===== src/rtl/cpu_pkg.sv =====
// Shared constants for the multi-cycle RV64 core: opcode encodings, control FSM state
// encoding, ALU-op / writeback-select / trap-cause codes, and an opcode legality helper
// used by both the control FSM and immgen.
package cpu_pkg;

  localparam logic [6:0] OPC_LOAD   = 7'b0000011;
  localparam logic [6:0] OPC_STORE  = 7'b0100011;
  localparam logic [6:0] OPC_OP     = 7'b0110011;
  localparam logic [6:0] OPC_BRANCH = 7'b1100011;
  localparam logic [6:0] OPC_JAL    = 7'b1101111;

  localparam logic [2:0] F3_BEQ = 3'b000;
  localparam logic [2:0] F3_BNE = 3'b001;

  typedef enum logic [3:0] {
    StIdle,
    StFetch,
    StDecode,
    StExec,
    StMem,
    StWb,
    StBranch,
    StJal,
    StTrap
  } state_e;

  localparam logic [1:0] ALU_ADD   = 2'b00;
  localparam logic [1:0] ALU_SUB   = 2'b01;
  localparam logic [1:0] ALU_FUNCT = 2'b10;

  localparam logic [1:0] M2R_ALU = 2'b00;
  localparam logic [1:0] M2R_MEM = 2'b01;
  localparam logic [1:0] M2R_PC4 = 2'b10;

  localparam logic [1:0] TRAP_NONE    = 2'b00;
  localparam logic [1:0] TRAP_ILLEGAL = 2'b01;
  localparam logic [1:0] TRAP_TIMEOUT = 2'b10;

  // Only BEQ/BNE are implemented among the branch funct3 encodings.
  function automatic logic is_legal(input logic [6:0] opc, input logic [2:0] f3);
    logic ok;
    case (opc)
      OPC_LOAD, OPC_STORE, OPC_OP, OPC_JAL: ok = 1'b1;
      OPC_BRANCH:                           ok = (f3 == F3_BEQ) || (f3 == F3_BNE);
      default:                              ok = 1'b0;
    endcase
    return ok;
  endfunction

endpackage


===== src/rtl/multicycle_control.sv =====
// Main control FSM of the multi-cycle RV64 core.
// Sequences FETCH/DECODE/EXEC/MEM/WB (plus BRANCH and JAL) and halts in TRAP on an illegal
// opcode or a memory-handshake timeout.
// Ports:
//   i_clk, i_rst            clock, synchronous active-high reset
//   i_opcode, i_funct3      IR fields, sampled only in DECODE
//   i_alu_zero              ALU zero flag, used in BRANCH
//   i_mem_ready             memory completes the current request
//   o_mem_req, o_mem_we     unified memory port request / store
//   o_ir_write, o_imm_en    IR load strobe, immgen capture strobe
//   o_alu_src, o_alu_op     ALU operand select and operation class
//   o_reg_write, o_mem_to_reg  regfile write enable and writeback source
//   o_pc_write, o_pc_src    PC update enable and next-value select
//   o_trap, o_trap_cause    sticky halt flag and its cause
//   o_instret               retired-instruction counter (wraps)
module multicycle_control
  import cpu_pkg::*;
#(
  parameter int unsigned MEM_TIMEOUT = 255,
  parameter int unsigned CNT_W       = 64
) (
  input  logic             i_clk,
  input  logic             i_rst,
  input  logic [6:0]       i_opcode,
  input  logic [2:0]       i_funct3,
  input  logic             i_alu_zero,
  input  logic             i_mem_ready,
  output logic             o_mem_req,
  output logic             o_mem_we,
  output logic             o_ir_write,
  output logic             o_imm_en,
  output logic             o_alu_src,
  output logic [1:0]       o_alu_op,
  output logic             o_reg_write,
  output logic [1:0]       o_mem_to_reg,
  output logic             o_pc_write,
  output logic             o_pc_src,
  output logic             o_trap,
  output logic [1:0]       o_trap_cause,
  output logic [CNT_W-1:0] o_instret
);

  localparam logic [7:0] WaitLast = 8'(MEM_TIMEOUT - 1);

  state_e           r_state, w_state_d;
  logic [6:0]       r_op;
  logic [2:0]       r_f3;
  logic [7:0]       r_wait_cnt, w_wait_cnt_d;
  logic             r_trap;
  logic [1:0]       r_trap_cause, w_trap_cause_d;
  logic [CNT_W-1:0] r_instret;
  logic             w_retire, w_mem_phase, w_timeout, w_taken;

  assign w_mem_phase = (r_state == StFetch) || (r_state == StMem);
  // A completing handshake on the last allowed cycle wins over the timeout.
  assign w_timeout   = w_mem_phase && !i_mem_ready && (r_wait_cnt == WaitLast);
  assign w_taken     = (r_f3 == F3_BEQ) ? i_alu_zero : !i_alu_zero;

  always_comb begin : next_state
    w_state_d      = r_state;
    w_trap_cause_d = r_trap_cause;
    w_retire       = 1'b0;
    unique case (r_state)
      StIdle:  w_state_d = StFetch;
      StFetch: begin
        if (i_mem_ready) begin
          w_state_d = StDecode;
        end else if (w_timeout) begin
          w_state_d      = StTrap;
          w_trap_cause_d = TRAP_TIMEOUT;
        end
      end
      StDecode: begin
        if (!is_legal(i_opcode, i_funct3)) begin
          w_state_d      = StTrap;
          w_trap_cause_d = TRAP_ILLEGAL;
        end else if (i_opcode == OPC_BRANCH) begin
          w_state_d = StBranch;
        end else if (i_opcode == OPC_JAL) begin
          w_state_d = StJal;
        end else begin
          w_state_d = StExec;
        end
      end
      StExec: w_state_d = (r_op == OPC_OP) ? StWb : StMem;
      StMem: begin
        if (i_mem_ready) begin
          if (r_op == OPC_STORE) begin
            w_state_d = StFetch;
            w_retire  = 1'b1;
          end else begin
            w_state_d = StWb;
          end
        end else if (w_timeout) begin
          w_state_d      = StTrap;
          w_trap_cause_d = TRAP_TIMEOUT;
        end
      end
      StWb, StBranch, StJal: begin
        w_state_d = StFetch;
        w_retire  = 1'b1;
      end
      StTrap:  w_state_d = StTrap;
      default: w_state_d = StIdle;
    endcase
  end

  // Counts consecutive stalled cycles; any completion or state change restarts it.
  always_comb begin : wait_next
    w_wait_cnt_d = '0;
    if (w_mem_phase && !i_mem_ready && (w_state_d == r_state)) begin
      w_wait_cnt_d = r_wait_cnt + 8'd1;
    end
  end

  always_comb begin : ctrl_out
    o_mem_req    = 1'b0;
    o_mem_we     = 1'b0;
    o_ir_write   = 1'b0;
    o_imm_en     = 1'b0;
    o_alu_src    = 1'b0;
    o_alu_op     = ALU_ADD;
    o_reg_write  = 1'b0;
    o_mem_to_reg = M2R_ALU;
    o_pc_write   = 1'b0;
    o_pc_src     = 1'b0;
    unique case (r_state)
      StFetch: begin
        o_mem_req  = 1'b1;
        o_ir_write = i_mem_ready;
        o_pc_write = i_mem_ready;
      end
      StDecode: o_imm_en = 1'b1;
      StExec: begin
        if (r_op == OPC_OP) begin
          o_alu_op = ALU_FUNCT;
        end else begin
          o_alu_src = 1'b1;
        end
      end
      StMem: begin
        o_mem_req = 1'b1;
        o_mem_we  = (r_op == OPC_STORE);
      end
      StWb: begin
        o_reg_write  = 1'b1;
        o_mem_to_reg = (r_op == OPC_LOAD) ? M2R_MEM : M2R_ALU;
      end
      StBranch: begin
        o_alu_op   = ALU_SUB;
        o_pc_write = w_taken;
        o_pc_src   = 1'b1;
      end
      StJal: begin
        o_reg_write  = 1'b1;
        o_mem_to_reg = M2R_PC4;
        o_pc_write   = 1'b1;
        o_pc_src     = 1'b1;
      end
      default: ;
    endcase
  end

  always_ff @(posedge i_clk) begin
    if (i_rst) begin
      r_state      <= StIdle;
      r_wait_cnt   <= '0;
      r_instret    <= '0;
      r_trap       <= 1'b0;
      r_trap_cause <= TRAP_NONE;
      r_op         <= '0;
      r_f3         <= '0;
    end else begin
      r_state      <= w_state_d;
      r_wait_cnt   <= w_wait_cnt_d;
      r_trap_cause <= w_trap_cause_d;
      if (w_state_d == StTrap) r_trap <= 1'b1;
      if (r_state == StDecode) begin
        r_op <= i_opcode;
        r_f3 <= i_funct3;
      end
      if (w_retire) r_instret <= r_instret + CNT_W'(1);
    end
  end

  assign o_trap       = r_trap;
  assign o_trap_cause = r_trap_cause;
  assign o_instret    = r_instret;

endmodule


===== config.mk =====
export PLATFORM = sky130hd
export DESIGN_NAME = multicycle_control
export DESIGN_NICKNAME = d
export VERILOG_FILES = /design/src/rtl/cpu_pkg.sv /design/src/rtl/multicycle_control.sv
export SDC_FILE = /design/constraint.sdc
export NUM_CORES = 1
export LEC_CHECK = 0
export ABC_AREA = 1
export BUFFER_PORTS_ARGS = -buffer_cell sky130_fd_sc_hd__buf_2
export CORE_AREA = 2 2 114 116
export CTS_BUF_LIST = sky130_fd_sc_hd__clkbuf_8
export CTS_CLUSTER_SIZE = 40
export DETAILED_ROUTE_END_ITERATION = 10
export DIE_AREA = 0 0 116 118
export GPL_ROUTABILITY_DRIVEN = 0
export PLACE_DENSITY_LB_ADDON = 0.2
export RECOVER_POWER = 50
export SYNTH_ARGS = -nofsm -noshare
export SYNTH_HDL_FRONTEND = slang
export SYNTH_SLANG_ARGS = --single-unit

===== constraint.sdc =====
create_clock -name i_clk -period 2 [get_ports i_clk]
set_input_delay 0.4 -clock i_clk [delete_from_list [all_inputs] [get_ports i_clk]]
set_output_delay 0.4 -clock i_clk [all_outputs]
set_load 0.03 [all_outputs]

Word-level counts from Yosys, hierarchy flattened. Cells that the tools add are included.

Bits in registers: 89. Bits of input ports: 14. Word-level logic and storage cells: 84.

Add/subtract/negate cells: 2. Eq/ne operators: 23. Muxes and demuxes: 32. Bitwise operators: 1. Reduce and logical (&&, ||, !) cells: 19.

Operators by type and width (count): $add 64x1->64 const B (1); $eq 7x6->1 const B (4); $pmux 4 s6 (1); $eq 4x3->1 const B (4); $mux 4 (4); $eq 7x2->1 const B (2); $eq 7x7->1 const B (2); $mux 1 (14); $pmux 2 s2 (3); $mux 3 (3); $add 8x1->8 const B (1); $eq 4x2->1 const B (2); $eq 4x4->1 const B (2); $eq 8x8->1 const B (1); $mux 2 (4); $reduce_or 2->1 (4); $reduce_or 4->1 (2); $logic_not 3->1 (2); $eq 4x1->1 const B (1); $eq 4x4->1 (1); $logic_not 4->1 (1); $ne 2x2->1 const B (2); $pmux 1 s2 (2); $reduce_and 4->1 (1); 9 further kinds (13).

Depth between registers and ports, before layout.
Depth in word-level cells: 11. Mapped depth: 11. Mapped depth without buffers: 11.

Worst setup path after synthesis. Ideal clock, no wire load.

Path kind: flip-flop to output port. Start: register r_state[1]. End: output o_pc_write. Arrival time: 1636 ps. Required time: 1600 ps. Path slack: -36 ps. Stages on the path, launching flop included: 5. Path buffers: 0. Cells stage by stage: dfxtp_1 inv_1 nor3_1 nand3_1 nand3_1.

Word-level cells in the longest chain between the ends: 2. Elaborated cells on any way between the ends: 4.

Ends and longest elaborated chain: from (decl) (line multicycle_control.sv:45) `state_e r_state, w_state_d;`; from (signal assigned) (line multicycle_control.sv:166) `r_state <= StIdle;`; from (signal assigned) (line multicycle_control.sv:174) `r_state <= w_state_d;`; $eq 4x3->1 or $eq 4x1->1 (tied branches) (line multicycle_control.sv:127) `unique case (r_state)`; $pmux 1 s3 (*) (line multicycle_control.sv:127); to (decl) (line multicycle_control.sv:36) `output logic o_pc_write,`.

Every way passes the cells marked *; elsewhere a longest branch is shown, timed or not.

Worst setup path in the final report.
Start: register r_f3[2]. End: output o_pc_write.

Word-level cells in the longest chain between the ends: 3.

Ends and longest elaborated chain: from (decl) (line multicycle_control.sv:47) `logic [2:0] r_f3;`; from (signal assigned) (line multicycle_control.sv:180) `r_f3 <= i_funct3;`; $logic_not 3->1 (line multicycle_control.sv:57) `assign w_taken = (r_f3 == F3_BEQ) ? i_alu_zero : !i_alu_zero;`; $mux 1 (line multicycle_control.sv:57); $pmux 1 s3 (line multicycle_control.sv:127).

No other way between the ends.

==> out/qor.txt <==
ROUTING
---------------------------------------------------------------------------------
Wirelength, routed .................................................    17,410 um
Post-detailed-route DRC marker count ...............................            0
Drt initial violations .............................................          484
Detailed Routing Iterations Pass 1 .................................            5
Total vias in the final route ......................................        6,222
Post-DRT Antenna Nets ..............................................            0
Routed wire length per instance ....................................     14.35 um
Via/cell ratio .....................................................        5.129

GLOBAL ROUTING
---------------------------------------------------------------------------------
Met2 global-route usage ............................................       40.06%
Top Usage Layer GRT ................................................         met2
Met1 Usage GRT .....................................................       35.30%
First-pass GRT wire length .........................................    27,700 um
Global-route usage over all layers .................................       26.05%
Fraction of met3 tracks used by global routing .....................       4.428%
Via count of the first global-routing pass .........................        5,517
Pin count of the biggest net entering global routing ...............           43
Number of antenna violations at the first check in global routing ..            0
Grt ovf ............................................................            0

LAYOUT
---------------------------------------------------------------------------------
Area delta synth->final ............................................       19.87%
Layout filler cell count ...........................................        1,316
Total inserted antenna cells .......................................            0
Share of post-route cells with drive strength above 1 ..............       19.50%
Cell Count, Final, Fillers Out .....................................        1,213
Post-route standard cell area excluding fillers ....................   6620 sq um
Final layout net count .............................................        1,053
Most common library cell in the layout ignoring fill and taps ......      nand2_1
Most frequent cells in the layout .................................. 331 x nand2_1, 156 x nor2_1, 88 x buf_2

LOGIC SYNTHESIS
---------------------------------------------------------------------------------
Post-synthesis instance area .......................................   5523 sq um
#FFs+latches synth .................................................           89
Post-Syn Instances .................................................          925
Mean Syn Cell Area .................................................  5.971 sq um
Post-synth net total ...............................................          942
Share of the yosys chip area belonging to registers ................       32.26%
Number of different library cells in the post-synthesis netlist ....           31
Total number of yosys warnings .....................................            0

SETUP PATH
---------------------------------------------------------------------------------
Data required time at the worst endpoint ...........................      1.60 ns
Cell family contributing the most delay on the critical path ....... simple AND/OR/NAND/NOR gates
Delay of the slowest cell on the worst path ........................      0.53 ns
Crit path capture type .............................................  output port
Critical Path Fanout Max ...........................................            3
Critical path depth ................................................            4
Worst path arrival time ............................................      1.53 ns
Slack of the worst reg-to-reg path .................................      0.16 ns
Worst Path Class, Setup ............................................ register to output port
Cell mode on critical path .........................................      nand3_2
Critical path, cell by cell ........................................ or4_4 > nand3_2 > nand3_2 > buf_6
Crit path launch type ..............................................     register
Buffering stage count on the worst path with inverters included ....            1
Slowest stage cell on the critical path ............................        or4_4
Worst r2r path cells ...............................................            9

CLOCK TREE
---------------------------------------------------------------------------------
CTS Root Cell ......................................................     clkbuf_8
Largest buffer count on any clock path .............................            2
Source-to-sink clock delay at the later pin of the worst-skew pair .      0.39 ns
Clock buffers created by TritonCTS .................................            9
Clock sink count ...................................................           89
Clk slew on worst S/H paths ........................................      0.09 ns
Clock tree from TritonCTS ..........................................        built
# hold bufs at CTS .................................................            0
H-Tree Level Count .................................................            3

FLOORPLANNING
---------------------------------------------------------------------------------
Chip width .........................................................       116 um
Starting density of the core .......................................       44.49%
Core region area ................................................... 12,410 sq um
Die outline height .................................................       118 um
Area of the die .................................................... 13,690 sq um
Number of I/O pins .................................................           93
Number of placement rows ...........................................           41

STA
---------------------------------------------------------------------------------
Total negative slack ...............................................         0 ns
Final Hold Fails ...................................................            0
Worst Max-Slew Pin Slew ............................................    0.4915 ns
Max Clk Rate .......................................................    517.6 MHz
Fin worst setup slack ..............................................   0.06783 ns
Post-route clock period utilization ................................       96.61%
Setup repair after global routing missed its margin ................          yes
Headroom to the max-slew limit .....................................       66.77%
Max-slew violation total from the final report .....................            0
Final Skew .........................................................   0.01192 ns
Final Critical Period ..............................................     1.932 ns
Setup-violating endpoint count in the final report .................            0
Final worst hold slack .............................................    0.2595 ns

POWER AND IR DROP
---------------------------------------------------------------------------------
Cell leakage power .................................................     2.510 nW
Pwr Density ........................................................ 515.8 nW/um^2
Peak supply drop ...................................................    0.3491 mV

PLACE
---------------------------------------------------------------------------------
Dpl ws .............................................................    0.1435 ns
Detailed-placement wirelength estimate .............................    13,680 um
Placed cells .......................................................        1,196
Cell area reported after detailed placement ........................   6330 sq um
Count of input and output buffers ..................................           92

WORST HOLD PATH
---------------------------------------------------------------------------------
Hold Crit Depth ....................................................            3
Worst min path class ............................................... input pin to register

JOB
---------------------------------------------------------------------------------
Max_cap viols ......................................................            0

OUTCOME
---------------------------------------------------------------------------------
Result of the run .................................................. complete, no violations

## synth_stat cells, drive strengths merged
master / instances / area, sq um
nand4: 21 / 131.4
clkbuf: 8 / 30.03
nor3b: 1 / 7.510
inv: 73 / 274.0
buf: 13 / 66.31
xnor2: 17 / 148.9
nand2: 344 / 1326
nand3: 38 / 195.2
nand3b: 1 / 7.510
nor2: 185 / 804.5
o21ai: 39 / 195.2
nor4b: 1 / 8.760
xor2: 8 / 70.07
o31ai: 1 / 7.510
ha: 3 / 37.54
nor3: 10 / 50.05
or4: 1 / 7.510
a21oi: 71 / 366.6
dfxtp: 89 / 1782
nor4: 1 / 6.260
## timing repair
action,in CTS,in global routing
hold endpoints to repair,0,0
resized for setup,4,28
buffers inserted,0,1
pin swaps,0,5
setup endpoints to repair,5,6
## metrics by stage
| stage | utilization (%) | power, mW |
|---|---|---|
| 6_report | 53.33 | 3.414 |
| 3_5_place_dp | 50.99 | 2.210 |
| 2_1_floorplan | - | 2.109 |
| 5_1_grt | 53.33 | 3.577 |
| 4_1_cts | 52.62 | 3.422 |
| 3_3_place_gp | 50.99 | 2.209 |
## worst min-delay path, delay by kind of cell
| kind | cells | cell delay [ns] |
|---|---|---|
| buffers and inverters | 1 | 0.07 |
| AO/OA/AOI/OAI | 1 | 0.07 |
| AND/OR/NAND/NOR | 1 | 0.08 |
## layout make-up
| type | count | area, sq um | area share (%) |
|---|---|---|---|
| clock buffer | 11 | 151.4 | 2.287 |
| clock inverter | 5 | 40.04 | 0.6048 |
| inverter | 73 | 276.5 | 4.177 |
| multi-input combinational | 742 | 3433 | 51.86 |
| sequential | 89 | 1795 | 27.12 |
| tap | 172 | 215.2 | 3.251 |
| timing repair buffer | 121 | 708.2 | 10.70 |
## logic make-up (layout without fill, tap and decap cells)
logic type / count (synthesis) / count (layout) / share of synthesized area [%]
and+or+nand+nor: 603 / 603 / 46.08
adders and majority gates: 3 / 3 / 0.6797
DFF: 89 / 89 / 32.26
buffers and inverters: 94 / 210 / 6.706
xor gates and xnor gates: 25 / 25 / 3.965
AOI/OAI and AO/OA: 111 / 111 / 10.31
## worst paths after layout
path | endpoint | start
worst max register to register | o_instret[49] | o_instret[19]
worst max-delay path | o_pc_write | r_f3[2]
worst min-delay path | r_f3[0] | i_funct3[0]
worst min register to register | o_trap | o_trap
## registers in the layout (all words and copies together) (netlist names)
name          cells
r_state           4
o_instret        64
r_f3              3
r_wait_cnt        8
r_op              7
o_trap_cause      2
o_trap            1
## report_power, final
part           switching (mW)  internal, mW  leakage [nW]
sequential             0.0344          1.80         0.721
combinational           0.241         0.115          1.70
clock                   0.696         0.523        0.0878
total                   0.972          2.44          2.51
## metal layers
layer  wire, um  vias to the layer above
li1           -                     3160
met4        649                        0
met5          0                        -
met2       7636                      264
met3       1391                       49
met1       7728                     2749
Note: power is estimated with default switching activity, not from simulation.
